<file path="src/rtl/mdio_frontend.sv">
// Pad-side MDIO front end: synchronises and deglitches MDC/MDIO, hunts for the
// Clause-22 preamble/ST pattern and retimes the core's MDIO drive onto the pad at
// MDC falling edges. Define MDIO_PRE_SUPPRESS_EN to allow preamble suppression.
module mdio_frontend #(
  parameter int SYNC_STAGES = 2,
  parameter int FILT_LEN    = 3,
  parameter int PRE_LEN     = 32,
  parameter int FRAME_BITS  = 30
) (
  input  logic PCLK,
  input  logic PRESETn,
  input  logic MDC_pad,
  input  logic MDIO_pad_in,
  input  logic mdio_out_core,
  input  logic mdio_oe_core,
  output logic MDC_core,
  output logic MDIO_in_core,
  output logic mdc_rise,
  output logic mdc_fall,
  output logic preamble_ok,
  output logic frame_start,
  output logic frame_active,
  output logic st_err,
  output logic MDIO_pad_out,
  output logic MDIO_pad_oe
);

  localparam int FW = $clog2(FILT_LEN + 1);
  localparam int PW = $clog2(PRE_LEN + 1);
  localparam int BW = $clog2(FRAME_BITS + 1);
  localparam logic [PW-1:0] PRE_MAX  = PW'(PRE_LEN);
  localparam logic [BW-1:0] BIT_LAST = BW'(FRAME_BITS - 1);
  // Bit 0 is MDC (idles low), bit 1 is MDIO (bus idles high).
  localparam logic [1:0] LVL_RST = 2'b10;

  typedef enum logic [1:0] {HUNT, PRE, ST1, FRAME} state_t;

  logic [SYNC_STAGES-1:0] mdc_sync, mdio_sync;
  logic [1:0]             synced, level;

  // NOTE: sequential state uses non-blocking assignments so every flop samples
  // pre-edge values; blocking here would collapse the synchroniser chain.
  always_ff @(posedge PCLK or negedge PRESETn) begin
    if (!PRESETn) begin
      mdc_sync  <= '0;
      mdio_sync <= '0;
    end else begin
      mdc_sync  <= {mdc_sync[SYNC_STAGES-2:0], MDC_pad};
      mdio_sync <= {mdio_sync[SYNC_STAGES-2:0], MDIO_pad_in};
    end
  end

  assign synced = {mdio_sync[SYNC_STAGES-1], mdc_sync[SYNC_STAGES-1]};

  for (genvar g = 0; g < 2; g++) begin : g_filt
    logic [FW-1:0] run_cnt;
    logic          lvl_q;

    // run_cnt counts consecutive samples disagreeing with the filtered level.
    always_ff @(posedge PCLK or negedge PRESETn) begin
      if (!PRESETn) begin
        run_cnt <= '0;
        lvl_q   <= LVL_RST[g];
      end else if (synced[g] == lvl_q) begin
        run_cnt <= '0;
      end else if (run_cnt == FW'(FILT_LEN - 1)) begin
        run_cnt <= '0;
        lvl_q   <= ~lvl_q;
      end else begin
        run_cnt <= run_cnt + 1'b1;
      end
    end

    assign level[g] = lvl_q;
  end

  assign MDC_core     = level[0];
  assign MDIO_in_core = level[1];

  logic mdc_prev;

  always_ff @(posedge PCLK or negedge PRESETn) begin
    if (!PRESETn) begin
      mdc_prev <= 1'b0;
      mdc_rise <= 1'b0;
      mdc_fall <= 1'b0;
    end else begin
      mdc_prev <= MDC_core;
      mdc_rise <= MDC_core & ~mdc_prev;
      mdc_fall <= ~MDC_core & mdc_prev;
    end
  end

  state_t        state_q, state_d;
  logic [PW-1:0] pre_cnt_q, pre_cnt_d;
  logic [BW-1:0] bit_cnt_q, bit_cnt_d;
  logic          post_frame_q, post_frame_d;
  logic          frame_start_d, st_err_d;
  logic          rx_valid;

  // Bits we drive ourselves are not part of the received pattern.
  assign rx_valid = mdc_rise & ~MDIO_pad_oe;

  // NOTE: every always_comb output gets a default first so no path infers a latch.
  always_comb begin
    state_d       = state_q;
    pre_cnt_d     = pre_cnt_q;
    bit_cnt_d     = bit_cnt_q;
    post_frame_d  = post_frame_q;
    frame_start_d = 1'b0;
    st_err_d      = 1'b0;
    case (state_q)
      HUNT: begin
        if (rx_valid && MDIO_in_core) begin
          pre_cnt_d = PW'(1);
          state_d   = PRE;
        end
      end
      PRE: begin
        if (rx_valid) begin
          post_frame_d = 1'b0;
          if (MDIO_in_core) begin
            if (pre_cnt_q != PRE_MAX) pre_cnt_d = pre_cnt_q + 1'b1;
          end else if (pre_cnt_q == PRE_MAX && !post_frame_q) begin
            state_d = ST1;
          end else begin
            pre_cnt_d = '0;
            state_d   = HUNT;
          end
        end
      end
      ST1: begin
        if (rx_valid) begin
          if (MDIO_in_core) begin
            frame_start_d = 1'b1;
            bit_cnt_d     = '0;
            state_d       = FRAME;
          end else begin
            st_err_d  = 1'b1;
            pre_cnt_d = '0;
            state_d   = HUNT;
          end
        end
      end
      FRAME: begin
        // Turnaround/data bits may be ours, so every rise counts here.
        if (mdc_rise) begin
          if (bit_cnt_q == BIT_LAST) begin
`ifdef MDIO_PRE_SUPPRESS_EN
            state_d      = PRE;
            pre_cnt_d    = PRE_MAX;
            post_frame_d = 1'b1;
`else
            state_d      = HUNT;
            pre_cnt_d    = '0;
`endif
          end else begin
            bit_cnt_d = bit_cnt_q + 1'b1;
          end
        end
      end
      default: state_d = HUNT;
    endcase
  end

  always_ff @(posedge PCLK or negedge PRESETn) begin
    if (!PRESETn) begin
      state_q      <= HUNT;
      pre_cnt_q    <= '0;
      bit_cnt_q    <= '0;
      post_frame_q <= 1'b0;
      frame_start  <= 1'b0;
      st_err       <= 1'b0;
    end else begin
      state_q      <= state_d;
      pre_cnt_q    <= pre_cnt_d;
      bit_cnt_q    <= bit_cnt_d;
      post_frame_q <= post_frame_d;
      frame_start  <= frame_start_d;
      st_err       <= st_err_d;
    end
  end

  assign preamble_ok  = (state_q == PRE) && (pre_cnt_q == PRE_MAX);
  assign frame_active = (state_q == FRAME);

  always_ff @(posedge PCLK or negedge PRESETn) begin
    if (!PRESETn) begin
      MDIO_pad_out <= 1'b0;
      MDIO_pad_oe  <= 1'b0;
    end else if (mdc_fall) begin
      MDIO_pad_out <= mdio_out_core;
      MDIO_pad_oe  <= mdio_oe_core;
    end
  end

endmodule
</file>
<file path="config.mk">
export PLATFORM = sky130hd
export DESIGN_NAME = mdio_frontend
export DESIGN_NICKNAME = d
export VERILOG_FILES = /design/src/rtl/mdio_frontend.sv
export SDC_FILE = /design/constraint.sdc
export NUM_CORES = 1
export LEC_CHECK = 0
export ABC_AREA = 1
export CAP_MARGIN = 40
export CORE_MARGIN = 5
export CORE_UTILIZATION = 45
export DETAILED_ROUTE_END_ITERATION = 10
export GPL_ROUTABILITY_DRIVEN = 1
export HOLD_SLACK_MARGIN = 0.1
export PLACE_DENSITY = 0.77
export RECOVER_POWER = 50
export SYNTH_ARGS = -nofsm -noshare
export SYNTH_HDL_FRONTEND = slang
export SYNTH_SLANG_ARGS = --single-unit
</file>
<file path="constraint.sdc">
create_clock -name PCLK -period 2.32 [get_ports PCLK]
set_clock_uncertainty 0.2 [all_clocks]
set_input_delay 0.696 -clock PCLK [delete_from_list [all_inputs] [get_ports PCLK]]
set_output_delay 0.696 -clock PCLK [all_outputs]
set_load 0.02 [all_outputs]
</file>
Word level (Yosys, flattened, before mapping) --
Index checks and enable logic that the tools add are counted.
Storage, ports and cells: register bits 30, bits of input ports 6, output and inout port bits 10, logic and storage cells 93
Operators by class: $add $sub $neg 4, equal/unequal tests 21, muxes and demuxes 34, bitwise gates (word level) 9, reduce and logical (&&, ||, !) cells 9
Operator list (number):
- $mux W6 | 9
- $mux W2 | 12
- $pmux W6 S4 | 1
- $mux W5 | 4
- $ne A2 B2 Y1 const B | 8
- $pmux W5 S2 | 1
- $eq A2 B2 Y1 const B | 4
- $pmux W2 S4 | 1
- $reduce_and A8 Y1 | 1
- $add A6 B1 Y6 const B | 1
- $eq A6 B6 Y1 const B | 1
- $mux W1 | 6
- $ne A3 B3 Y1 const B | 2
- $ne A6 B6 Y1 const B | 1
- $not A1 Y1 | 6
- $reduce_and A6 Y1 | 1
- $add A5 B1 Y5 const B | 1
- $eq A5 B5 Y1 const B | 1
- $reduce_and A5 Y1 | 1
- $add A2 B1 Y2 const B | 2
- $reduce_and A2 Y1 | 2
- $and A1 B1 Y1 | 3
- $eq A1 B1 Y1 | 2
- $eq A2 B1 Y1 const B | 1
- 4 further kinds | 5

Logic depth before layout (Yosys ltp) --
word-level depth 5, depth in mapped cells 9, mapped depth without buffers 9

Worst setup path before layout --
OpenSTA, ideal clock, no wires.
kind register to output, from register pre_cnt_q[0], to output port preamble_ok, arrival time 0.994 ns, data required time 1.424 ns, slack 0.430 ns, stages on the path, launching flop included 5, path buffers 0, cell sequence dfrtp_1 -> inv_1 -> ha_1 -> nand3b_1 -> nor2_4
Between the ends: cells in the longest elaborated chain, start to end 2
Ends and longest elaborated chain:
- from (decl) | line 95 | logic [PW-1:0] pre_cnt_q, pre_cnt_d;
- from (signal assigned) | line 176 | pre_cnt_q <= pre_cnt_d;
- $eq A6 B6 Y1 | line 184 | assign preamble_ok = (state_q == PRE) && (pre_cnt_q == PRE_MAX);
- $logic_and A1 B1 Y1 | line 184
- to (decl) | line 20 | output logic preamble_ok,
No other way between the ends.

Worst setup path in the final report --
from register mdc_rise, to output port mdc_rise
RTL lines:
- from (decl) | line 18 | output logic mdc_rise,
- from (signal assigned) | line 89 | mdc_rise <= MDC_core & ~mdc_prev;
No word-level cell between the ends.

==> summary.md <==
| Metric | Value |
|---|---|
| Cell with the most instances after synthesis | `sky130_fd_sc_hd__nand2_1` |
| Number of max-cap violations | `0` |
| First-pass iteration count of the detailed router | `4` |
| Total number of yosys warnings | `0` |
| Floorplan Core Area | `3310 sq um` |
| Leakage Power | `0.947 nW` |
| Initial core utilization | `46.4%` |
| Cell depth of the worst hold path | `0` |
| Worst Hold Class | `register to register` |
| Startpoint of the worst register-to-register path | `state_q[0]` |
| Final hold violation count | `0` |
| Total number of vias | `1,206` |
| Die height | `68.5 um` |
| Count of cell types in the netlist | `25` |
| Sw frac | `37.9%` |
| Total grt overflow | `0` |
| Cell count after synthesis | `178` |
| Highest net fanout along the worst path | `4` |
| GRT busiest layer | `met2` |
| Total net switching power | `0.642 mW` |
| FF-to-FF End | `bit_cnt_q[2]` |
| IO Port Bufs | `15` |
| Post-synthesis async set-or-reset flop share | `100%` |
| Cell types occupying the most area after synthesis | `sky130_fd_sc_hd__dfrtp_1 (47%), sky130_fd_sc_hd__nand2_1 (12%), sky130_fd_sc_hd__nor2_1 (4.4%)` |
| Sequential share of power | `43.9%` |
| Internal cell power | `1.05 mW` |
| Result of the run | `completed` |
| Crit path max-delay family | `buffers and inverters` |
| Worst-case hold path end point | `mdio_sync[1]` |
| Initial antenna violation count | `0` |
| Number of enable-type register cells in the synthesized netlist | `0` |
| Die area | `4690 sq um` |
| Most used DFF post-synth | `sky130_fd_sc_hd__dfrtp_1` |
| Cell taking the most area after synthesis | `sky130_fd_sc_hd__dfrtp_1` |
| Class of the most critical setup path | `register to output pin` |
| Routed wire length per instance | `10.8 um` |
| Launch point of the worst hold path | `mdio_sync[0]` |
| GR Util met3 | `4.93%` |
| Element type at the critical path start | `register` |
| Delay of the slowest cell on the worst path | `0.62 ns` |
| CTS root buffer | `sky130_fd_sc_hd__clkbuf_4` |
| Ordered cell list for the critical path | `clkdlybuf4s50_1` |
| Flop2flop setup slack | `0.63 ns` |
| Total power per unit cell area | `896 nW/um^2` |
| Post-synthesis average cell area | `8.64 sq um` |
| Maximum number of pins on one net before global-route repair | `31` |
| Total number of H-tree levels | `2` |
| Drt initial violations | `68` |
| Max transition margin | `51.6%` |
| Post-Syn Nets | `188` |
| Slowest cell on the critical path | `sky130_fd_sc_hd__clkdlybuf4s50_1` |
| Depth of the worst register-to-register path | `8` |
| Seq cells post-synth | `30` |
| Kind of capture point of the worst setup path | `output pin` |
| Total design power | `1.69 mW` |
| Proportion of power drawn by combinational gates | `36.7%` |
| Slew Viols, Final | `0` |
| IO Pins | `16` |
| Final number of setup-violating endpoints | `0` |
| Post-layout minimum cycle time | `2.24 ns` |
| Leading post-synthesis cells by instance count | `sky130_fd_sc_hd__nand2_1 (49), sky130_fd_sc_hd__dfrtp_1 (29), sky130_fd_sc_hd__nor2_1 (18), sky130_fd_sc_hd__inv_1 (16)` |
| Vias in the first global route | `1,216` |
| Max VDD drop | `0.616 mV` |
| Clk_lat worst skew | `0.33 ns` |
| Portion of the post-synthesis area used by sequential elements | `48.9%` |
| Relative contribution of the clock network to total power | `19.4%` |
| GPL Wtd Cong | `0.835` |
| Actual slew at the worst max-slew pin | `0.725 ns` |
| Die boundary width | `68.5 um` |
| Yosys top cell area share | `47.2%` |
| Num CTS Buffers | `5` |
| Post-Layout Cell Count | `259` |
| Met2 Track Usage GR | `26.1%` |
| DRC Markers | `0` |
| Met1 Resource Use GR | `15.7%` |
| Antenna diodes | `0` |
| Layout overhead on the synthesized area | `22.8%` |
| Total half-perimeter wirelength after legalization and detailed placement | `2170 um` |
| Data arrival time of the critical path | `1.34 ns` |
| Layout cells sized above 1 | `22.1%` |
| Row count | `21` |
| Setup TNS | `0 ns` |
| Clock-pin slew on the worst setup and hold paths | `0.10 ns` |
| Setup repair after global routing missed its margin | `no` |
| End-of-flow core utilization | `57.0%` |
| Antenna viol nets, final | `0` |
| Sum of routed wire length over all layers | `2800 um` |
| Achievable clock frequency | `446 MHz` |
| Total routing resource utilization after global routing | `14.5%` |
| Vias/cell | `4.66` |
| Final clock period utilization by the worst path | `96.6%` |
| CTS sink cnt | `30` |
| Summed instance area of the synthesized netlist | `1540 sq um` |
| Final net count | `222` |
| CP required | `1.42 ns` |
| Max Buffers Root-to-Sink | `2` |
| Placed cell count | `251` |
| TritonCTS clock tree | `done` |
| Sum of buffers and inverters on the critical path | `1` |
| Global-route wire length before repair | `5020 um` |
-- state kept, by name, indices dropped and copies added (netlist names) --
| signal | cells |
|---|---|
| MDC_core | 1 |
| MDIO_in_core | 1 |
| MDIO_pad_oe | 1 |
| MDIO_pad_out | 1 |
| bit_cnt_q | 5 |
| frame_start | 1 |
| g_filt.run_cnt | 4 |
| mdc_fall | 1 |
| mdc_prev | 1 |
| mdc_rise | 1 |
| mdc_sync | 2 |
| mdio_sync | 2 |
| pre_cnt_q | 6 |
| st_err | 1 |
| state_q | 2 |
-- power groups by stage --
stage | Combinational (mW) | Clock, mW | Sequential (mW)
after global routing | 0.691 | 0.370 | 0.757
after CTS | 0.638 | 0.339 | 0.746
after detailed placement | 0.646 | 0 | 0.758
final | 0.620 | 0.328 | 0.743
after global placement | 0.634 | 0 | 0.748
after floorplan | 0.313 | 0 | 0.826
-- area by class of cell --
| type | count | area, sq um |
|---|---|---|
| clock buffers | 6 | 51.3 |
| multi-input cells | 127 | 699 |
| clock inverters | 2 | 12.5 |
| well taps | 46 | 57.6 |
| repair buffers | 27 | 236 |
| inverters | 21 | 78.8 |
| flip-flops and latches | 30 | 752 |
| fillers | 312 | 1420 |
-- placed cells by master (no fill, tap or decap), types with 5 or more instances in the layout --
cell and n:
sky130_fd_sc_hd__nand2_2 7, sky130_fd_sc_hd__nand2_1 49, sky130_fd_sc_hd__inv_1 17, sky130_fd_sc_hd__clkbuf_4 5, sky130_fd_sc_hd__buf_4 11, sky130_fd_sc_hd__dfrtp_1 29
sky130_fd_sc_hd__nor3_1 6, sky130_fd_sc_hd__nand4_1 7, sky130_fd_sc_hd__nor2_1 19, sky130_fd_sc_hd__nand3_1 5, sky130_fd_sc_hd__clkdlybuf4s50_1 7
-- kinds of logic after synthesis --
family	synth area share, %
DFF	48.9
adders and majority gates	3.25
buffers and inverters	5.13
muxes	0.732
AOI/OAI and AO/OA	3.17
xor gates and xnor gates	3.99
and+or+nand+nor	34.8
-- stage by stage --
stage	instance area [sq um]	hold slack (ns)	setup WS [ns]
after floorplan	1540	0.131	0.430
after global placement	1840	0.139	0.00752
after detailed placement	1840	0.138	-0.0495
after CTS	1890	0.169	0.0238
after global routing	1890	0.180	0.00357
final	1890	0.159	0.0796
-- routing by layer --
layer	wire, um	up-vias
li1	-	629
met5	0	-
met3	121	4
met2	1390	14
met4	28	0
met1	1260	559
-- repair_timing --
item / 4_1_cts / 5_1_grt
setup endpoints to repair: 4 / 2
resized for setup: 7 / 3
pin swaps: 0 / 1
hold endpoints to repair: 0 / 0
buffers inserted: 0 / 0
hold buffers: 0 / 0
-- worst max-delay path by stage --
| stage | endpoint | cells past startpoint | from | slack (ns) |
|---|---|---|---|---|
| 6_report | mdc_rise | 1 | mdc_rise | 0.08 |
| 5_1_grt | preamble_ok | 5 | pre_cnt_q[0] | 0.004 |
| 4_1_cts | preamble_ok | 5 | pre_cnt_q[0] | 0.02 |
| 3_5_place_dp | preamble_ok | 5 | pre_cnt_q[0] | -0.05 |
| 3_3_place_gp | preamble_ok | 5 | pre_cnt_q[0] | 0.008 |
| 2_1_floorplan | preamble_ok | 4 | pre_cnt_q[0] | 0.43 |
Note: power is estimated with default switching activity, not from simulation.
